File: src/rtl/lsu_pkg.sv
// Shared types and address-field bounds for the load/store unit
// and the address checker.
package lsu_pkg;

  localparam int BYTE_ADDR_W = 32;
  localparam int WORD_LSB    = 2;  // byte-offset bits within a 32-bit word
  localparam int CNT_W       = 2;  // wide enough for READ_LATENCY-1 up to 2

  typedef enum logic [1:0] {
    IDLE,
    ISSUE,
    WAIT,
    RESP
  } lsu_state_e;

  function automatic logic [BYTE_ADDR_W-1:0] word_addr(input logic [BYTE_ADDR_W-1:0] byte_addr);
    return byte_addr >> WORD_LSB;
  endfunction

endpackage

File: src/rtl/lsu_addr_check.sv
// Byte-address to word-address conversion with alignment and range check.
// Purely combinational so it can also be reused for fetch-side checks.
module lsu_addr_check
  import lsu_pkg::*;
#(
  parameter int ADDR_W = 10
) (
  input  logic [BYTE_ADDR_W-1:0] i_addr,
  output logic [ADDR_W-1:0]      o_word_addr,
  output logic                   o_err
);

  logic w_misaligned;
  logic w_out_of_range;

  assign o_word_addr    = ADDR_W'(word_addr(i_addr));
  assign w_misaligned   = |i_addr[WORD_LSB-1:0];
  // Any set bit above the word-address field falls outside the memory.
  assign w_out_of_range = |(i_addr >> (ADDR_W + WORD_LSB));
  assign o_err          = w_misaligned | w_out_of_range;

endmodule

File: src/rtl/load_store_unit.sv
// Single-outstanding load/store controller between the core and a
// fixed-latency single-port data memory.
module load_store_unit
  import lsu_pkg::*;
#(
  parameter int ADDR_W       = 10,
  parameter int DATA_W       = 32,
  parameter int READ_LATENCY = 1
) (
  input  logic                   clk,
  input  logic                   rst,
  input  logic                   req_valid,
  output logic                   req_ready,
  input  logic                   req_write,
  input  logic [BYTE_ADDR_W-1:0] req_addr,
  input  logic [DATA_W-1:0]      req_wdata,
  output logic                   resp_valid,
  input  logic                   resp_ready,
  output logic [DATA_W-1:0]      resp_rdata,
  output logic                   resp_err,
  output logic                   mem_en,
  output logic                   mem_we,
  output logic [ADDR_W-1:0]      mem_addr,
  output logic [DATA_W-1:0]      mem_wdata,
  input  logic [DATA_W-1:0]      mem_rdata
);

  lsu_state_e        r_state;
  lsu_state_e        w_next_state;
  logic              r_write;
  logic [ADDR_W-1:0] r_addr;
  logic [DATA_W-1:0] r_wdata;
  logic [DATA_W-1:0] r_rdata;
  logic              r_err;
  logic [CNT_W-1:0]  r_cnt;

  logic [ADDR_W-1:0] w_word_addr;
  logic              w_addr_err;
  logic              w_req_fire;
  logic              w_resp_fire;

  lsu_addr_check #(
    .ADDR_W(ADDR_W)
  ) u_addr_check (
    .i_addr     (req_addr),
    .o_word_addr(w_word_addr),
    .o_err      (w_addr_err)
  );

  // Ready is masked by rst so nothing is accepted during the reset cycle.
  assign req_ready   = (r_state == IDLE) && !rst;
  assign w_req_fire  = req_valid && req_ready;
  assign w_resp_fire = resp_valid && resp_ready;

  // NOTE: assign every always_comb output a default first so no path leaves it unassigned (latch).
  always_comb begin
    w_next_state = r_state;
    case (r_state)
      IDLE:    if (w_req_fire) w_next_state = w_addr_err ? RESP : ISSUE;
      ISSUE:   w_next_state = r_write ? RESP : WAIT;
      WAIT:    if (r_cnt == '0) w_next_state = RESP;
      RESP:    if (w_resp_fire) w_next_state = IDLE;
      default: w_next_state = IDLE;
    endcase
  end

  // NOTE: sequential state uses non-blocking (<=) so every register samples pre-edge values.
  always_ff @(posedge clk) begin
    if (rst) r_state <= IDLE;
    else     r_state <= w_next_state;
  end

  always_ff @(posedge clk) begin
    if (rst) begin
      r_write <= 1'b0;
      r_addr  <= '0;
      r_wdata <= '0;
      r_rdata <= '0;
      r_err   <= 1'b0;
      r_cnt   <= '0;
    end else begin
      case (r_state)
        IDLE: begin
          if (w_req_fire) begin
            r_rdata <= '0;
            r_err   <= w_addr_err;
            if (!w_addr_err) begin
              r_write <= req_write;
              r_addr  <= w_word_addr;
              r_wdata <= req_wdata;
            end
          end
        end
        ISSUE: r_cnt <= CNT_W'(READ_LATENCY - 1);
        WAIT: begin
          if (r_cnt == '0) r_rdata <= mem_rdata;
          else             r_cnt   <= r_cnt - CNT_W'(1);
        end
        default: ;
      endcase
    end
  end

  // The strobe exists only while the state register sits in ISSUE.
  assign mem_en     = (r_state == ISSUE);
  assign mem_we     = (r_state == ISSUE) && r_write;
  assign mem_addr   = r_addr;
  assign mem_wdata  = r_wdata;
  assign resp_valid = (r_state == RESP);
  assign resp_rdata = r_rdata;
  assign resp_err   = r_err;

endmodule

File: config.mk
export PLATFORM = sky130hd
export DESIGN_NAME = load_store_unit
export DESIGN_NICKNAME = d
export VERILOG_FILES = /design/src/rtl/lsu_pkg.sv /design/src/rtl/lsu_addr_check.sv /design/src/rtl/load_store_unit.sv
export SDC_FILE = /design/constraint.sdc
export NUM_CORES = 1
export LEC_CHECK = 0
export CORE_MARGIN = 5
export CORE_UTILIZATION = 55
export DETAILED_ROUTE_END_ITERATION = 10
export DONT_BUFFER_PORTS = 1
export PLACE_DENSITY = 0.81
export SETUP_SLACK_MARGIN = 0.5
export SYNTH_ARGS = -nofsm -noshare
export SYNTH_HDL_FRONTEND = slang
export SYNTH_SLANG_ARGS = --single-unit
File: constraint.sdc
create_clock -name clk -period 1.9 [get_ports clk]
set_clock_uncertainty 0.1 [all_clocks]
set_input_delay 0.475 -clock clk [delete_from_list [all_inputs] [get_ports clk]]
set_output_delay 0.475 -clock clk [all_outputs]
set_load 0.01 [all_outputs]
### Word level (Yosys, flattened, before mapping)

Cells that the tools add are included.

* muxes and demuxes: 11
* equal/unequal tests: 7
* reduce and logical (&&, ||, !) cells: 16
* add/sub/neg operators: 1
* bitwise logic cells: 2

Operators with widths (number)
* two-way mux 32 bit: 2
* one-hot mux 32 bit (2 select lines): 1
* OR reduction 20 bit: 1
* two-way mux 2 bit: 5
* AND reduction 3 bit: 3
* one-hot mux 2 bit (4 select lines): 1
* != test 2 bit, second input constant: 3
* == test 2 bit, second input constant: 2
* logical AND 1 bit: 4
* zero test 2 bit: 2
* one-hot mux 2 bit (2 select lines): 1
* AND reduction 2 bit: 2
* nonzero test 2 bit: 2
* == test 2 x 1 -> 1 bit, second input constant: 1
* != test 2 x 1 -> 1 bit, second input constant: 1
* OR reduction 2 bit: 1
* subtractor 2 x 1 -> 2 bit, second input constant: 1
* zero test 1 bit: 1
* two-way mux 1 bit: 1
* inverter 1 bit: 1
* OR 1 bit: 1

* output and inout bits: 79
* word-level logic and storage cells: 44
* register bits after elaboration: 80
* bits of input ports: 101

### Longest topological paths before layout

* word-level depth: 5
* gate-level depth with buffers: 8
* mapped depth without buffers: 6

### By module

Synthesis repeated with hierarchy kept, for this count alone.

* cells, all modules: 320
* area total of the unflattened synthesis: 2929.1 um^2

Modules (own cells, without submodules)
* load_store_unit: cells an instance 303, area an instance 2807.7 um^2, sequential area each 1601.5 um^2, times used 1
* lsu_addr_check: cells an instance 17, area an instance 121.4 um^2, sequential area each 0.0 um^2, times used 1

### Least setup slack after synthesis

No wires, ideal clock.

* kind: register -> register
* start: register r_state[0]
* end: register r_wdata[3], in the netlist mem_wdata[3]
* slack: 73 ps
* cell stages (with the launch flop): 9
* data required time: 1668 ps
* data arrival time: 1594 ps
* buffers on the path: 2
* clock period less this slack: 1827 ps
* library setup time: 132 ps
* path through: dfxtp_1 inv_1 ha_1 and3b_1 buf_4 nand3_1 clkbuf_1 o21ai_0 a21oi_1

* cells in the longest elaborated chain, start to end: 4

Ends and longest elaborated chain
* start, declared: line load_store_unit.sv:28 `lsu_state_e r_state;`
* start signal, assigned: line load_store_unit.sv:70 `else r_state <= w_next_state;`
* zero test 2 bit *: line load_store_unit.sv:51, load_store_unit.sv:82
* logical AND 1 bit: line load_store_unit.sv:51 `assign req_ready = (r_state == IDLE) && !rst;`
* logical AND 1 bit: line load_store_unit.sv:52 `assign w_req_fire = req_valid && req_ready;`
* AND reduction 3 bit (no source line) *
* end signal, assigned: line load_store_unit.sv:90 `r_wdata <= req_wdata;`
* end, declared: line load_store_unit.sv:32 `logic [DATA_W-1:0] r_wdata;`

Mark *: on every way between the ends. The rest lies on a longest branch, timed or not.
A chain may end at the register's enable or synchronous reset.

### Final worst setup path

* start: register r_state[1]
* end: register r_wdata[11], in the netlist mem_wdata[11]

The elaborated chain is that of the path after synthesis.

==> impl_metrics.yaml <==
synthesis:
  async_flop_share_pct: 0
  yosys-top-cells-area: "dfxtp_1 (50%), nand4_1 (8.7%), a22oi_1 (7.6%)"
  ys_warn_count: 0
  netlist.area_leader.share_pct: 50.4
  synthesis.area_um2: 3180
  synth_seq_cells: 80
  synth.avg_cell_area_um2: 8.83
  seq_area_frac_synth_pct: 50.4
  syn_inst: 360
  yosysTopAreaCell: "dfxtp_1"
  synth-edff-count: 0
  yosysUniqueCellTypes: 29
  synth_flop_cell: "dfxtp_1"
  synth_nets: 467
power:
  p_int_mw: 3.18
  p_comb_share_pct: 33.5
  pwr-share-seq_pct: 42.6
  powerDensity_nw_per_um2: 1010
  pwr-share-clk_pct: 23.9
  sw_frac_of_total_pct: 31.9
  p_switching_mw: 1.49
  peakVddDrop_mv: 0.633
  leakagePower_nw: 1.53
die:
  die_height_um: 86.0
  die_area_um2: 7400
  core_um2: 5570
  io_pins: 180
  chipWidth_um: 86.0
  fp-row-count: 27
  initial_core_util_pct: 57.1
layout:
  n_fill_cell: 310
  diodes: 0
  fin_util_pct: 82.9
  layout_commonest_cell: "dfxtp_1"
  drive_above_1_share_pct: 43.0
  area_growth_pct: 45.2
  mostFrequentLayoutCells: "dfxtp_1 (78), nand4_1 (44), nor2_1 (36), a22oi_2 (30), a21oi_1 (29)"
  finalNonFillerCells: 460
  nets: 491
worst_setup_path:
  crit_slowest_cell: "dfxtp_2"
  max_stage_delay_ps: 340
  crit_family: "buffers and inverters"
  critPathRequiredTime_ps: 2030
  cp_cell_sequence: "inv_2 -> ha_4 -> and3b_2 -> buf_12 -> nand3_4 -> buf_6 -> buf_16 -> o21ai_2 -> a21oi_1"
  cp.arrival_ps: 2000
  critical_path_class: "flip-flop to flip-flop"
  cp.buffers_inverters: 4
  rrSetupSlack_ps: 30
  critPathLaunchType: "flip-flop"
  path_max_fanout: 7
  cp-end-kind: "flip-flop"
timing:
  timing.fmax_ghz: 0.535
  slew_violations: 0
  finalHoldViolCount: 0
  rsz0062_at_grt: "yes"
  fin_crit_sh_pct: 98.3
  setup_violations: 0
  finalCriticalPeriod_ps: 1870
  max_slew_margin_pct: 69.8
  tightest_slew_ps: 454
placement:
  gp_congestion: 0.765
  numPortBuffers: 0
  dp.cells: 412
  hpwl_mm: 5.99
route:
  drt_iter0_markers: 238
  drc: 0
  dr_total_vias: 3038
  first_pass_iters: 5
  ant_nets: 0
  wirelength_mm: 10.5
  wire_per_inst_um: 22.9
  vias_per_cell: 6.60
run_status:
  status: "complete, no violations"
worst_hold_path:
  hp-class: "primary input to flip-flop"
clocking:
  clk_pin_slew_ps: 80
  clockBufferDepth: 2
  cts_buffers: 9
  h-tree-depth: 3
  insertion_delay_ps: 340
  cts_tree: "yes"
  clock-root-buffer: "clkbuf_8"
  cts_hold_buffers: 0
  cts.sinks: 80
grt:
  grt-ovfl-total: 0
  grt.total_usage_pct: 28.0
  grt_pass1_vias: 3100
  antenna_found_initial: 0
  grt_first_pass_wirelength_mm: 16.3
  grt_max_degree: 84
run:
  drv_cap: 0
## worst reg2reg max path: stages, from the launching register on
cell     delay, ps
dfxtp_2        340
inv_2           90
ha_4           150
and3b_2        260
buf_12         130
nand3_4        160
buf_6          190
buf_16         140
o21ai_2        120
a21oi_1         80
## stage by stage
| step | worst slack (ps) | TNS, ps | instance area, um^2 | power (mW) | hold slack, ps |
|---|---|---|---|---|---|
| 6_report | 32.3 | 0 | 4620 | 4.67 | 102 |
| 3_3_place_gp | -266 | -8110 | 3380 | 2.75 | 350 |
| 2_1_floorplan | 254 | 0 | 3350 | 2.59 | 345 |
| 3_5_place_dp | -395 | -10990 | 3380 | 2.79 | 359 |
| 5_1_grt | -45.2 | -110 | 4620 | 4.88 | 73.4 |
| 4_1_cts | 73.1 | 0 | 4380 | 4.49 | 85.7 |
## layout make-up
class                   count  area [um^2]  share of cell area (%)
inverters                   7         28.8                   0.623
clock buffers              11          151                    3.28
flip-flops and latches     80         1600                    34.7
well taps                  72         90.1                    1.95
multi-input cells         236         1940                    42.0
clock inverters             4         20.0                   0.433
repair buffers             50          786                    17.0
## state kept, by name, summed over array words and instances (netlist names)
name	count
mem_wdata	32
resp_rdata	32
mem_addr	10
r_cnt	2
r_state	2
r_write	1
resp_err	1
## synth_stat cells, types with 5 or more instances
| cell type | n |
|---|---|
| a21oi_1 | 46 |
| a22oi_1 | 32 |
| buf_2 | 11 |
| buf_4 | 7 |
| clkbuf_1 | 19 |
| dfxtp_1 | 80 |
| ha_1 | 6 |
| inv_1 | 7 |
| nand4_1 | 44 |
| nor2_1 | 37 |
| nor4_1 | 5 |
| o21ai_0 | 44 |
## cell families (layout without fill, tap and decap cells)
family                     count (synthesis)  count (layout)  share of synthesized area [%]
AOI/OAI and AO/OA                        130             131                           23.6
adders and majority gates                  6               6                           2.36
buffers and inverters                     45              72                           6.81
DFF                                       80              80                           50.4
and+or+nand+nor                           99              99                           16.9
## routing by layer
metal | GRT usage [%] | vias up | share of wire [%]
li1 | - | 1393 | -
met1 | 32.0 | 1482 | 35
met2 | 47.6 | 149 | 52
met3 | 9.22 | 14 | 11
met4 | 11.9 | 0 | 1.7
met5 | 0 | - | 0
## power by group through the flow
stage	registers, mW	logic, mW	clock network, mW
after detailed placement	2.01	0.789	0
after global routing	2.00	1.66	1.21
final	1.99	1.56	1.12
after CTS	1.98	1.38	1.13
after global placement	2.00	0.749	0
after floorplan	1.98	0.610	0
## path summary, 6_finish.rpt
check | endpoint | depth (start not counted) | startpoint
setup reg to reg | mem_wdata[11]$_SDFFE_PP0P_ | 9 | r_state[1]$_SDFFE_PP0P_
hold / removal | resp_rdata[11]$_SDFFE_PP0P_ | 1 | rst
hold reg to reg | r_write$_SDFFE_PP0P_ | 2 | r_write$_SDFFE_PP0P_
setup / recovery | mem_wdata[11]$_SDFFE_PP0P_ | 9 | r_state[1]$_SDFFE_PP0P_
## timing repair
item | 4_1_cts | 5_1_grt
setup buffers | 18 | 3
pin swaps | 35 | 53
gates resized for setup | 118 | 59
setup endpoints to repair | 84 | 84
cloned | 12 | 0
Power figures use the tool's default switching activity.
==> RTL change 1 (same settings) <==
The parameter `DATA_W` goes from 32 to 48.
--- a/src/rtl/load_store_unit.sv
+++ b/src/rtl/load_store_unit.sv
@@ -4,7 +4,7 @@
   import lsu_pkg::*;
 #(
   parameter int ADDR_W       = 10,
-  parameter int DATA_W       = 32,
+  parameter int DATA_W       = 48,
   parameter int READ_LATENCY = 1
 ) (
   input  logic                   clk,
Ports: changed (resized mem_rdata, mem_wdata, req_wdata and resp_rdata); port bits go from 180 to 244. No check against the original RTL was run, so the function may have changed too.
==> RTL change 1 against the unedited design <==
Wire length increased by 34%; worst setup slack improved by 95 ps; power increased by 34%; first-iteration DRC count decreased by 17%; sequential cell count increased by 32; area after synthesis increased by 36%; synthesized cell count increased by 36%; design area increased by 21%; critical path type unchanged; largest power group unchanged.
==> RTL change 1: results (changes against the unedited design) <==
[drt]
dr_wl_met3_um = 1320  ; +12%
dr_wl_met2_um = 7670  ; +40%
met1_length_um = 4790  ; +28%
postRouteWirelength_um = 14100  ; +34%
num_vias = 3896  ; +28%
drt_first_iter_violations = 197  ; -17%
wl_per_cell_um = 23.8  ; +3.9%

[place]
gp_congestion = 0.811  ; +5.9%
dp_hpwl_um = 8410  ; +40%
dpl_cell_area_um2 = 4500  ; +33%
dp_slack_ps = 46.0  ; +442 ps

[setup_path]
rr_worst_depth = 8  ; -1
endpoint = resp_rdata[32]

[worst_hold_path]
hold_end = resp_rdata[13]

[synth]
seq_area_frac_synth = 0.518  ; +0.0148
synthTopCellsByCount = dfxtp_1, a21oi_1, nand4_1, nor2_1, o21ai_0
synth_cells = 488  ; +36%
ys_types = 31  ; +6.9%
netlist_area_um2 = 4330  ; +36%
synthTopCellsByArea = dfxtp_1, nand4_1, a22oi_1, a21oi_1, o21ai_0

[global_route]
grt_util_met2 = 0.470  ; -0.00624
grt_pass1_wl_um = 20200  ; +24%
grt_pass1_vias = 3772  ; +22%
globalRouteMet1Util = 0.273  ; -0.0471
grt_max_degree = 115  ; +37%
grt_util_met3 = 0.0800  ; -0.0122
grtUsageTotal = 0.254  ; -0.0258

[power]
ir_drop_mv = 0.603  ; -4.7%
power.density_nw_per_um2 = 1120  ; +10%
p_leak_nw = 1.79  ; +17%

[final_layout]
multi_input_cells = 314  ; +33%
regArea_um2 = 2250  ; +41%
multi_input_area_share = 0.412  ; -0.00733
buf_share = 0.124  ; -0.0458
clkCellAreaFrac = 0.0320  ; -0.00514
buffers = 40  ; -20%
nFlopsAndLatches = 112  ; +40%
drive_above_1_share = 0.323  ; -0.107
fin_nets = 623  ; +27%
final_util = 0.728  ; -0.101

[cts]
cts_resized = 47  ; -60%
post-cts-setup-buffers = 11  ; -7
path_clk_slew_ps = 110  ; +30 ps

[sta]
hold_slack_ps = 70.0  ; -32.5 ps

[status]
status = completed

==> RTL change 1: changes by cell type in the layout (fill, tap and decap cells not counted), moves of 7 or more <==
cell | before | now
a21oi_1 | 29 | 57
a21oi_2 | 16 | 5
a22oi_2 | 30 | 46
buf_6 | 16 | 6
clkbuf_16 | 1 | 8
dfxtp_1 | 78 | 106
nand4_1 | 44 | 60
nor2_1 | 36 | 51
o21ai_0 | 5 | 22
o21ai_1 | 9 | 16
==> RTL change 1: cells by family (layout without fill, tap and decap cells) <==
logic type / Yosys count / in the layout / synth area share
buf+inv: 62 / 63 / 0.0633
simple gates: 130 / 130 / 0.162
fa+ha+maj: 6 / 6 / 0.0174
compound gates: 178 / 178 / 0.239
flops: 112 / 112 / 0.518
==> RTL change 1: critical path, cell delays in order, from the launching register on <==
cell and delay (ps):
dfxtp_4 390, inv_4 60, ha_4 180, and3b_2 260
o21ai_4 220, buf_6 180, clkbuf_16 170, a22oi_2 50
nor2_1 100
==> RTL change 2 (config.mk and constraints unchanged) <==
Without the edit above. Re-encode `lsu_state_e` (4 states) as one-hot, 4 bits wide.
--- a/src/rtl/lsu_pkg.sv
+++ b/src/rtl/lsu_pkg.sv
@@ -6,11 +6,11 @@
   localparam int WORD_LSB    = 2;  // byte-offset bits within a 32-bit word
   localparam int CNT_W       = 2;  // wide enough for READ_LATENCY-1 up to 2
 
-  typedef enum logic [1:0] {
-    IDLE,
-    ISSUE,
-    WAIT,
-    RESP
+  typedef enum logic [3:0] {
+    IDLE  = 4'b0001,
+    ISSUE = 4'b0010,
+    WAIT  = 4'b0100,
+    RESP  = 4'b1000
   } lsu_state_e;
 
   function automatic logic [BYTE_ADDR_W-1:0] word_addr(input logic [BYTE_ADDR_W-1:0] byte_addr);
Behaviour: no difference found for any inputs over 10 cycles, from zero or initial values and one cycle with rst high; not proved beyond that.
==> RTL change 2 against the unedited design <==
The flow now finishes with violations (negative setup slack); area after synthesis fell by 3.5%; worst setup slack worse by 240 ps; global-route usage down 4.3 points; wire length decreased by 5.7%; design area shrank 2.2%; sequential cell count is 2 higher; critical path depth down 1.
Power is not compared: it rests on default switching activity, and its combinational part moved more than twofold at a synthesized area within 25%.
==> RTL change 2: results (changes against the unedited design) <==
[status]
status = complete, but fails checks
violations = negative setup slack

[sta]
finalSetupViolations = 47  ; +47
tightest_slew_ps = 323  ; -130 ps
fin_ws_ps = -208  ; -240 ps

[drt]
num_vias = 2717  ; -11%
postRouteWirelength_um = 9950  ; -5.7%
dr_wl_met3_um = 912  ; -22%
met1_length_um = 3420  ; -8.4%
drt_first_iter_violations = 124  ; -48%
dr_wl_met2_um = 5460  ; about the same

[place]
dp_hpwl_um = 5320  ; -11%
gp_congestion = 0.760  ; -0.69%
dpl_cell_area_um2 = 3450  ; +2.2%
dp_slack_ps = -180  ; +216 ps
placed_cells = 418  ; +1.5%

[final_layout]
drive_above_1_share = 0.477  ; +0.0467
n_fill_cell = 301  ; -2.9%
area_growth_pct = 47.1
instances_no_fill = 466  ; +1.3%

[setup_path]
cp.arrival_ps = 2260  ; +260 ps
slowest_stage = or4b_4
critPathTopFamily = simple AND/OR/NAND/NOR gates

[global_route]
grtUsageTotal = 0.237  ; -0.0432
grt_util_met2 = 0.410  ; -0.0659
grt_max_degree = 87  ; +3.6%
grt_util_met3 = 0.113  ; +0.0206
globalRouteMet1Util = 0.250  ; -0.0692
grt_pass1_wl_um = 13600  ; -17%

[synth]
avgSynthCellArea_um2 = 8.65  ; -2.1%
ys_types = 38  ; +31%
syn-num-nets = 457  ; -2.1%
synthTopCellsByCount = nand2_1, dfxtp_1, nor2_1, a21oi_1, a22oi_1
synthTopCellsByArea = dfxtp_1, nand2_1, a22oi_1, a21oi_1, nor2_1
seq_area_frac_synth = 0.535  ; +0.0311
synthAdderAreaFrac = 0.00407  ; -0.0195

## RTL change 2: cell types whose count changed after synthesis, moves of 4 or more
cell and delta:
ha_1 -5, a21oi_1 -8, o21ai_0 -43, a21oi_2 +9
inv_1 -4, buf_2 -11, nand4_1 -44, nor2_1 +7
nand2_1 +89, buf_4 -7
## RTL change 2: what timing repair did
action                                  4_1_cts  5_1_grt
endpoints found under the setup margin       85       85
resized for setup                            23       78
buffers inserted                             14        7
cloned                                        7        4
pin swaps                                    17       27
## RTL change 2: final timing paths
path / to / depth (start not counted) / slack (ps) / startpoint
max reg2reg: mem_wdata[8] / 8 / -210 / r_state[1]
min: mem_wdata[16] / 1 / 80 / rst
max: mem_wdata[8] / 8 / -210 / r_state[1]
min reg2reg: r_write / 2 / 400 / r_write
## RTL change 2: final cells by class
cell class              instances  share of cell area
clock buffers                   9              0.0274
multi-input cells             246               0.396
clock inverters                 7              0.0224
well taps                      72              0.0199
inverters                       4             0.00609
repair buffers                 46               0.164
flip-flops and latches         82               0.365
